===== src/rtl/psum_out_serializer.sv =====
// psum_out_serializer
// Captures whole dual-core partial-sum vectors into a small circular buffer and
// streams them out one bw_psum-bit word per beat over a valid/ready handshake.
// Word order is 0..2*col-1; words col..2*col-1 belong to core 1.
// Optional build macro: PSUM_RELU_EN clamps negative words to zero on output.

module psum_out_serializer #(
    parameter int col     = 8,
    parameter int bw_psum = 20,
    parameter int depth   = 2
) (
    input  logic                       clk,
    input  logic                       reset,
    input  logic                       in_wr,
    input  logic [2*col*bw_psum-1:0]   in_data,
    output logic                       full,
    output logic [bw_psum-1:0]         out_data,
    output logic                       out_vld,
    input  logic                       out_rdy,
    output logic                       out_last,
    output logic                       out_core,
    output logic                       ovf_err
);

    localparam int NWORDS = 2 * col;
    localparam int VEC_W  = NWORDS * bw_psum;
    localparam int PTR_W  = (depth > 1) ? $clog2(depth) : 1;
    localparam int CNT_W  = $clog2(depth + 1);
    localparam int WIDX_W = $clog2(NWORDS);

    localparam logic [PTR_W-1:0]  PTR_MAX    = PTR_W'(depth - 1);
    localparam logic [CNT_W-1:0]  CNT_FULL   = CNT_W'(depth);
    localparam logic [CNT_W-1:0]  CNT_ONE    = CNT_W'(1);
    localparam logic [WIDX_W-1:0] WIDX_LAST  = WIDX_W'(NWORDS - 1);
    localparam logic [WIDX_W-1:0] WIDX_CORE1 = WIDX_W'(col);

    typedef enum logic {
        IDLE = 1'b0,
        SEND = 1'b1
    } state_t;

    // Optional clamp of negative two's-complement words, applied on load into out_data.
    function automatic logic [bw_psum-1:0] relu(input logic [bw_psum-1:0] w);
`ifdef PSUM_RELU_EN
        return w[bw_psum-1] ? '0 : w;
`else
        return w;
`endif
    endfunction

    logic [VEC_W-1:0]   buf_mem [depth];

    state_t             state_reg;
    logic [PTR_W-1:0]   wr_ptr_reg;
    logic [PTR_W-1:0]   rd_ptr_reg;
    logic [CNT_W-1:0]   count_reg;
    logic [WIDX_W-1:0]  widx_reg;
    logic [bw_psum-1:0] out_data_reg;
    logic               out_vld_reg;
    logic               out_last_reg;
    logic               out_core_reg;
    logic               ovf_err_reg;

    logic               push;
    logic               pop;
    logic [PTR_W-1:0]   wr_ptr_next;
    logic [PTR_W-1:0]   rd_ptr_next;
    logic [PTR_W-1:0]   load_ptr;
    logic [WIDX_W-1:0]  widx_next;
    logic [WIDX_W-1:0]  load_idx;
    logic [VEC_W-1:0]   load_vec;
    logic [bw_psum-1:0] load_words [NWORDS];
    logic [bw_psum-1:0] load_word;

    // Capture is gated on the occupancy held before the edge, so a pop in the
    // same cycle does not make room for a write that arrives while full.
    assign full        = (count_reg == CNT_FULL);
    assign push        = in_wr && !full;
    assign pop         = (state_reg == SEND) && out_vld_reg && out_rdy && (widx_reg == WIDX_LAST);
    assign wr_ptr_next = (wr_ptr_reg == PTR_MAX) ? '0 : wr_ptr_reg + 1'b1;
    assign rd_ptr_next = (rd_ptr_reg == PTR_MAX) ? '0 : rd_ptr_reg + 1'b1;
    assign widx_next   = widx_reg + 1'b1;

    // Word to load next: the following word of the head entry, or word 0 of the
    // head (after a pop, the new head) when starting a vector.
    assign load_ptr = pop ? rd_ptr_next : rd_ptr_reg;
    assign load_idx = ((state_reg == SEND) && !pop) ? widx_next : '0;
    assign load_vec = buf_mem[load_ptr];

    generate
        for (genvar gi = 0; gi < NWORDS; gi++) begin : g_split
            assign load_words[gi] = load_vec[gi*bw_psum +: bw_psum];
        end
    endgenerate

    assign load_word = relu(load_words[load_idx]);

    // Vector storage; read through the registered out_data path.
    always_ff @(posedge clk) begin
        if (push) begin
            buf_mem[wr_ptr_reg] <= in_data;
        end
    end

    // Buffer bookkeeping: pointers, occupancy and the sticky drop flag.
    always_ff @(posedge clk) begin
        if (!reset) begin
            wr_ptr_reg  <= '0;
            rd_ptr_reg  <= '0;
            count_reg   <= '0;
            ovf_err_reg <= 1'b0;
        end else begin
            if (push) begin
                wr_ptr_reg <= wr_ptr_next;
            end
            if (pop) begin
                rd_ptr_reg <= rd_ptr_next;
            end
            if (in_wr && full) begin
                ovf_err_reg <= 1'b1;
            end
            case ({push, pop})
                2'b10:   count_reg <= count_reg + 1'b1;
                2'b01:   count_reg <= count_reg - 1'b1;
                default: count_reg <= count_reg;
            endcase
        end
    end

    // Serializer FSM with registered word, valid, last and core outputs.
    always_ff @(posedge clk) begin
        if (!reset) begin
            state_reg    <= IDLE;
            widx_reg     <= '0;
            out_data_reg <= '0;
            out_vld_reg  <= 1'b0;
            out_last_reg <= 1'b0;
            out_core_reg <= 1'b0;
        end else begin
            case (state_reg)
                IDLE: begin
                    if (count_reg != '0) begin
                        out_data_reg <= load_word;
                        out_vld_reg  <= 1'b1;
                        out_last_reg <= 1'b0;
                        out_core_reg <= 1'b0;
                        widx_reg     <= '0;
                        state_reg    <= SEND;
                    end
                end
                SEND: begin
                    if (out_vld_reg && out_rdy) begin
                        if (widx_reg != WIDX_LAST) begin
                            widx_reg     <= widx_next;
                            out_data_reg <= load_word;
                            out_last_reg <= (widx_next == WIDX_LAST);
                            out_core_reg <= (widx_next >= WIDX_CORE1);
                        end else if (count_reg > CNT_ONE) begin
                            // Another vector was already buffered: no bubble.
                            widx_reg     <= '0;
                            out_data_reg <= load_word;
                            out_last_reg <= 1'b0;
                            out_core_reg <= 1'b0;
                        end else begin
                            widx_reg     <= '0;
                            out_data_reg <= '0;
                            out_vld_reg  <= 1'b0;
                            out_last_reg <= 1'b0;
                            out_core_reg <= 1'b0;
                            state_reg    <= IDLE;
                        end
                    end
                end
                default: state_reg <= IDLE;
            endcase
        end
    end

    assign out_data = out_data_reg;
    assign out_vld  = out_vld_reg;
    assign out_last = out_last_reg;
    assign out_core = out_core_reg;
    assign ovf_err  = ovf_err_reg;

endmodule

===== config.mk =====
export PLATFORM = sky130hd
export DESIGN_NAME = psum_out_serializer
export DESIGN_NICKNAME = d
export VERILOG_FILES = /design/src/rtl/psum_out_serializer.sv
export SDC_FILE = /design/constraint.sdc
export NUM_CORES = 1
export LEC_CHECK = 0
export ABC_AREA = 1
export ABC_CLOCK_PERIOD_IN_PS = 41700
export CAP_MARGIN = 20
export CORE_MARGIN = 2
export CORE_UTILIZATION = 45
export DETAILED_ROUTE_END_ITERATION = 10
export PLACE_DENSITY_LB_ADDON = 0.25
export SLEW_MARGIN = 40
export SYNTH_ARGS = -nofsm -noshare
export SYNTH_HDL_FRONTEND = slang
export SYNTH_SLANG_ARGS = --single-unit

===== constraint.sdc =====
create_clock -name clk -period 41.7 [get_ports clk]
set_input_delay 6.255 -clock clk [delete_from_list [all_inputs] [get_ports clk]]
set_output_delay 6.255 -clock clk [all_outputs]
set_load 0.1 [all_outputs]

==> reports/qor.log, run 1 <==
INFO  outcome        outcome=finished clean
INFO  detailed_routing postRouteAntennaNets=0
INFO  clock_network  post_cts_setup_bufs=0
INFO  timing         setup_tns=0ns
INFO  clock_network  cts-resized-gates=0
INFO  worst_setup_path worstPathArrival=10.74ns
INFO  clock_network  clock_buffer_depth=3
INFO  clock_network  cts_buffers=72
INFO  clock_network  clock_sinks=673
INFO  final_layout   largest_reg_flops=640
INFO  worst_setup_path worstSetupPathType=in -> reg
INFO  die            floorplan.rows=90
INFO  detailed_routing drt_first_pass_iters=5
INFO  die            die_width=250um
INFO  logic_synthesis synth.area.mux_share=0%
INFO  detailed_routing drt-wirelength-per-cell=23.8um
INFO  timing         worst_pin_slew=0.906ns
INFO  detailed_routing remaining_drc_errors=0
INFO  die            boundaryPins=349
INFO  clock_network  cts_tree=built
INFO  worst_setup_path reg2reg_depth=14
INFO  grt            grt.overflow.total=0
INFO  logic_synthesis count_of_state_elements_after_synthesis=673
INFO  final_layout   layout_common_cells=sky130_fd_sc_hd__nand3_1 (716), sky130_fd_sc_hd__edfxtp_1 (640), sky130_fd_sc_hd__nand2_1 (601), sky130_fd_sc_hd__clkdlybuf4s50_1 (323), sky130_fd_sc_hd__clkbuf_16 (73)
INFO  clock_network  htreeDepth=3
INFO  grt            number_of_antenna_violations_at_the_first_check_in_global_routing=19
INFO  die            floorplan.core_area=60,000um^2
INFO  timing         post-route-min-period=10.21ns
INFO  worst_setup_path critical_path_required=42.23ns
INFO  detailed_routing drtIter0Drc=2,170
INFO  timing         finalWorstSetupSlack=31.49ns
INFO  power          powerDensity=48.0nW/um^2
INFO  logic_synthesis yosysWarningCount=0
INFO  timing         clock-skew-final=0.0168ns
INFO  timing         max_clock_freq=0.0979GHz
INFO  timing         setup_violations=0
INFO  final_layout   final_common_cell=sky130_fd_sc_hd__nand3_1
INFO  final_layout   net_count_of_the_finished_layout=2,880
INFO  power          worst_ir_drop_vdd=0.0000320V
INFO  worst_hold_path min-delay-path-class=reg -> reg
INFO  clock_network  clk_transition_reported_paths=0.06ns
INFO  logic_synthesis synth_sequential_area_ratio=73.3%
INFO  clock_network  root_buf_cell=sky130_fd_sc_hd__clkbuf_16
INFO  power          power.leakage=0.0120uW
INFO  logic_synthesis post_synth.cell_area_avg=12.1um^2
INFO  worst_hold_path timing.hold.worst_path_depth=2
INFO  die            die_height=250um
INFO  placed_design  gp_congestion=0.823
INFO  final_layout   final_layout_size_suffix_gt1_share=6.75%
INFO  timing         relSlewSlack=39.6%
INFO  placed_design  placement.setup.worst_slack=30.91ns
INFO  final_layout   area_growth=23.1%
INFO  placed_design  io_buffers=348
INFO  timing         grt_setup_unrepaired=no
INFO  run            maxCapViolCount=0
INFO  clock_network  clk-insertion-delay-late=0.61ns
INFO  timing         drv_slew=0
INFO  logic_synthesis post_synth_net_total=2,581
INFO  detailed_routing vias_per_inst=5.62
INFO  timing         final_cycle_share=24.5%
INFO  clock_network  cts_stage_hold_buffer_count=0
INFO  logic_synthesis synth_top_family_by_area=simple AND/OR/NAND/NOR gates
INFO  logic_synthesis xor_xnor_share_of_the_synthesized_area=0.0968%
INFO  grt            grt_pass1_vias=18,335
INFO  grt            grt_max_degree=162
INFO  logic_synthesis synth_simple_gate_area_share=22.2%
INFO  detailed_routing drt_wl_total=80,800um
INFO  worst_setup_path crit_path_max_fanout=112
INFO  worst_setup_path timing.critical_path.to_type=flip-flop
INFO  timing         finalHoldViolCount=0
INFO  grt            grt_pass1_wl=118,000um
INFO  logic_synthesis mappedNetlistArea=27,100um^2
INFO  logic_synthesis yosys.cell_types.count=28
INFO  detailed_routing routed-via-count=19,107
INFO  final_layout   n_fill_cell=4,936
INFO  placed_design  dp.final_hpwl=50,000um
INFO  logic_synthesis synthCells=2,251
INFO  logic_synthesis synth-adder-area-share=0.277%
INFO  logic_synthesis synth_compound_gate_area_share=0.719%
INFO  die            die-area=62,300um^2
INFO  worst_setup_path timing.critical_path.from_type=primary input
INFO  die            initial_utilization=45.2%
INFO  grt            grt_use_total=25.6%
==> worst max-delay path, cell delays in order <==
cell                              delay (ns)
sky130_fd_sc_hd__clkdlybuf4s50_1        0.49
sky130_fd_sc_hd__nand2_1                0.13
sky130_fd_sc_hd__nor2_8                 0.18
sky130_fd_sc_hd__nand3_4                0.60
sky130_fd_sc_hd__nand2_8                0.91
sky130_fd_sc_hd__clkbuf_8               0.73
sky130_fd_sc_hd__nand2_1                0.12
sky130_fd_sc_hd__nand3_1                0.12
sky130_fd_sc_hd__nand3_1                0.09
sky130_fd_sc_hd__nand3_1                0.26
sky130_fd_sc_hd__nand3_1                0.32
sky130_fd_sc_hd__nand2_1                0.16
sky130_fd_sc_hd__nand2_1                0.06
sky130_fd_sc_hd__a21oi_1                0.15
==> power by group <==
group | leakage [uW] | total (uW) | switching, uW | internal, uW
clock network | 0.00112 | 623 | 260 | 363
logic | 0.00466 | 175 | 116 | 59.4
registers | 0.00624 | 806 | 12.4 | 793
total | 0.0120 | 1600 | 388 | 1220
==> synth_stat cells <==
cell	instances	area share, %
sky130_fd_sc_hd__a21oi_1	31	0.57
sky130_fd_sc_hd__buf_4	16	0.44
sky130_fd_sc_hd__edfxtp_1	640	71
sky130_fd_sc_hd__nand2_2	3	0.069
sky130_fd_sc_hd__dfxtp_1	33	2.4
sky130_fd_sc_hd__nor2_1	6	0.083
sky130_fd_sc_hd__a31oi_1	1	0.023
sky130_fd_sc_hd__buf_6	14	0.58
sky130_fd_sc_hd__nand3_4	1	0.065
sky130_fd_sc_hd__nand3_1	716	13
sky130_fd_sc_hd__buf_1	22	0.30
sky130_fd_sc_hd__clkbuf_1	45	0.62
sky130_fd_sc_hd__nand4_1	1	0.023
sky130_fd_sc_hd__ha_1	6	0.28
sky130_fd_sc_hd__a221oi_1	1	0.032
sky130_fd_sc_hd__nor2_8	1	0.074
sky130_fd_sc_hd__inv_2	3	0.041
sky130_fd_sc_hd__o21ai_0	5	0.092
sky130_fd_sc_hd__nand2_1	602	8.3
sky130_fd_sc_hd__nand3b_1	1	0.028
sky130_fd_sc_hd__nor3_1	1	0.018
sky130_fd_sc_hd__buf_2	53	0.98
sky130_fd_sc_hd__nor2_2	3	0.069
sky130_fd_sc_hd__nor2_4	1	0.041
sky130_fd_sc_hd__or2_2	1	0.023
sky130_fd_sc_hd__inv_1	38	0.53
sky130_fd_sc_hd__nand2_4	3	0.12
sky130_fd_sc_hd__xor2_1	3	0.097
==> path summary, 6_finish.rpt <==
kind,to,startpoint,slack (ns)
max,out_data[0],out_rdy,31.49
min,out_data[17],out_data[17],0.46
max reg2reg,out_data[0],widx_reg[0],36.91
min reg2reg,out_data[17],out_data[17],0.46
==> metrics by stage <==
stage               cell area (um^2)  power, uW  hold slack, ns  cells  utilization [%]
CTS                            33300       1610           0.462   3388             55.6
global route                   33400       1660           0.475   3393             55.6
global placement               31100        992           0.456   3254             51.8
finish                         33400       1600           0.461   3397             55.7
floorplan                      27100        935           0.475   2251                -
detailed placement             31100        994           0.452   3257             51.8
==> layout make-up <==
type                    instances  area (um^2)  area share [%]
inverters                      41          163           0.487
flip-flops and latches        673        19900            59.5
clock inverters                41          364            1.09
repair buffers                375         3710            11.1
clock buffers                  90         1910            5.72
multi-input cells            1387         6370            19.1
well taps                     782          978            2.93
diodes                          8         20.0          0.0599
==> cell families (layout without fill, tap and decap cells) <==
group                      after synthesis  after routing
other                                    0              8
xor gates and xnor gates                 3              3
adders and majority gates                6              6
buffers and inverters                  191            547
DFF                                    673            673
and+or+nand+nor                       1340           1340
AOI/OAI and AO/OA                       38             38
==> layer usage <==
layer  vias up  GRT usage [%]  part of all wire [%]
met2       879           38.3                    45
met1      9360           35.8                    41
met3       164           6.48                   9.7
li1       8682              -                     -
met4        22           10.7                   3.8
met5         -              0                  0.18
Power figures use the tool's default switching activity.
==> inputs of run 2 (changes only) <==
Settings changed: ABC_CLOCK_PERIOD_IN_PS 41700 to 8600.
Clock period 41.7 ns to 8.6 ns, I/O delays scaled along.
==> reports/qor.log, run 2 (synthesis gave the netlist of run 1 again) <==
INFO  timing         setup_violations=0
INFO  grt            grt_pass1_vias=17,885
INFO  detailed_routing drt_first_pass_iters=8
INFO  clock_network  cts_buffers=71
INFO  timing         drv_slew=0
INFO  outcome        outcome=finished clean
INFO  detailed_routing drt_wl_total=80,300um
INFO  grt            grt.overflow.total=0
INFO  final_layout   post-route-cell-area=33,400um^2
INFO  worst_setup_path timing.critical_path.from_type=primary input
INFO  worst_setup_path crit_chain=clkdlybuf4s50_1, nand2_1, nor2_8, nand3_4, nand2_8, buf_12, buf_16, nand2_1, nand3_1, nand3_1, nand3_1, nand3_1, nand2_1, nand2_1, a21oi_1
INFO  clock_network  clk_transition_reported_paths=0.06ns
INFO  worst_setup_path critical-path-max-stage-delay=0.59ns
INFO  worst_setup_path worstPathArrival=5.27ns
INFO  worst_setup_path critical_path_required=9.13ns
INFO  detailed_routing remaining_drc_errors=0
INFO  power          power=7690uW
INFO  worst_setup_path worstSetupPathType=in -> reg
INFO  final_layout   final_common_cell=sky130_fd_sc_hd__nand3_1
INFO  clock_network  clock_buffer_depth=3
INFO  final_layout   final_layout_size_suffix_gt1_share=6.16%
INFO  placed_design  placedInstanceArea=31,100um^2
INFO  grt            grt_use_total=25.5%
INFO  detailed_routing drt-wirelength-per-cell=23.7um
INFO  die            floorplan.rows=90
INFO  clock_network  cts-resized-gates=0
INFO  power          powerDensity=231nW/um^2
INFO  worst_setup_path timing.critical_path.buf_inv=3
INFO  timing         grt_setup_unrepaired=no
INFO  clock_network  post_cts_setup_bufs=0
INFO  placed_design  io_buffers=348
INFO  clock_network  cts_tree=built
INFO  grt            grt_pass1_wl=117,000um
INFO  timing         final_cycle_share=55.1%
INFO  clock_network  clock_sinks=673
INFO  power          power.leakage=0.0120uW
INFO  final_layout   net_count_of_the_finished_layout=2,878
INFO  placed_design  gp_congestion=0.819
INFO  worst_setup_path crit_path_max_fanout=130
INFO  clock_network  cts_stage_hold_buffer_count=0
INFO  timing         relSlewSlack=40.7%
INFO  grt            number_of_antenna_violations_at_the_first_check_in_global_routing=25
INFO  timing         finalHoldViolCount=0
INFO  detailed_routing drtIter0Drc=2,088
INFO  final_layout   area_growth=22.9%
INFO  clock_network  clk-insertion-delay-late=0.61ns
INFO  die            die_width=250um
INFO  final_layout   stdcell_count=3,390
INFO  clock_network  root_buf_cell=sky130_fd_sc_hd__clkbuf_16
INFO  die            boundaryPins=349
INFO  detailed_routing routed-via-count=18,869
INFO  final_layout   n_fill_cell=4,912
INFO  clock_network  htreeDepth=3
INFO  timing         worst_pin_slew=0.890ns
INFO  die            initial_utilization=45.2%
INFO  timing         clock-skew-final=0.0245ns
INFO  worst_setup_path crit_family=simple AND/OR/NAND/NOR gates
INFO  detailed_routing postRouteAntennaNets=0
INFO  timing         post-route-min-period=4.74ns
INFO  final_layout   largest_reg_flops=640
INFO  final_layout   layout_common_cells=sky130_fd_sc_hd__nand3_1 (716), sky130_fd_sc_hd__edfxtp_1 (640), sky130_fd_sc_hd__nand2_1 (601), sky130_fd_sc_hd__clkdlybuf4s50_1 (323), sky130_fd_sc_hd__clkbuf_16 (73)
INFO  die            die-area=62,300um^2
INFO  detailed_routing vias_per_inst=5.57
INFO  die            floorplan.core_area=60,000um^2
INFO  worst_setup_path timing.critical_path.to_type=flip-flop
INFO  placed_design  dp.final_hpwl=49,300um
INFO  power          worst_ir_drop_vdd=0.000159V
INFO  die            die_height=250um
INFO  worst_hold_path min-delay-path-class=reg -> reg
INFO  placed_design  number_of_instances_in_the_placed_design=3,254
INFO  timing         max_clock_freq=0.211GHz
INFO  grt            grt_max_degree=185
INFO  worst_setup_path timing.critical_path.slowest_stage_cell=sky130_fd_sc_hd__nand3_4
INFO  run            maxCapViolCount=0
[run 2: cell count changes in the layout (fill, tap and decap cells not counted), moves of 4 or more]
cell / previous run / this run
sky130_fd_sc_hd__clkinv_2: 14 / 9
sky130_fd_sc_hd__inv_6: 5 / 1
sky130_fd_sc_hd__buf_4: 17 / 12
sky130_fd_sc_hd__clkbuf_1: 15 / 20
[run 2: through the flow]
step	hold WS (ns)	TNS, ns	worst slack [ns]	utilization (%)
floorplan	0.475	-1040.22	-1.63	-
global placement	0.458	0	3.03	51.8
detailed placement	0.455	0	2.97	51.8
CTS	0.463	0	3.56	55.4
global route	0.476	0	3.63	55.6
finish	0.469	0	3.86	55.6
[run 2: area by class of cell]
type | instances | area, um^2 | share of cell area (%)
Inverter | 41 | 163 | 0.488
Antenna cell | 10 | 25.0 | 0.0750
Sequential cell | 673 | 19900 | 59.6
Timing Repair Buffer | 374 | 3770 | 11.3
Clock inverter | 29 | 250 | 0.750
Multi-Input combinational cell | 1387 | 6370 | 19.1
Tap cell | 782 | 978 | 2.93
Clock buffer | 94 | 1920 | 5.74
[run 2: routing by layer]
metal / vias up / global-route usage, % / share of wire, % / routed length, um
met5: - / 0 / 0.20 / 158
met4: 26 / 9.47 / 3.1 / 2490
met3: 155 / 7.96 / 10 / 8240
met2: 862 / 38.1 / 45 / 36300
met1: 9162 / 35.0 / 41 / 33100
li1: 8664 / - / - / -
[run 2: worst paths after layout]
kind	from	end	slack [ns]	cells past startpoint
max	out_rdy	out_data[6]	3.86	15
min	out_data[15]	out_data[15]	0.47	2
max reg2reg	widx_reg[0]	out_data[6]	4.33	15
min reg2reg	out_data[15]	out_data[15]	0.47	2
[run 2: worst register-to-register path, cell delays in order (launching register included)]
cell,delay (ns)
sky130_fd_sc_hd__dfxtp_1,0.47
sky130_fd_sc_hd__ha_1,0.25
sky130_fd_sc_hd__nand2_1,0.10
sky130_fd_sc_hd__nor2_4,0.20
sky130_fd_sc_hd__nand3_4,0.61
sky130_fd_sc_hd__nand2_8,0.53
sky130_fd_sc_hd__buf_12,0.31
sky130_fd_sc_hd__buf_16,0.45
sky130_fd_sc_hd__nand2_1,0.23
sky130_fd_sc_hd__nand3_1,0.12
sky130_fd_sc_hd__nand3_1,0.09
sky130_fd_sc_hd__nand3_1,0.31
sky130_fd_sc_hd__nand3_1,0.23
sky130_fd_sc_hd__nand2_1,0.10
sky130_fd_sc_hd__nand2_1,0.05
sky130_fd_sc_hd__a21oi_1,0.13
[run 2: power breakdown]
part / switching (uW) / internal, uW / leakage [uW] / total (uW)
clock: 1210 / 1710 / 0.00106 / 2920
sequential: 64.4 / 3850 / 0.00624 / 3910
combinational: 571 / 295 / 0.00468 / 866
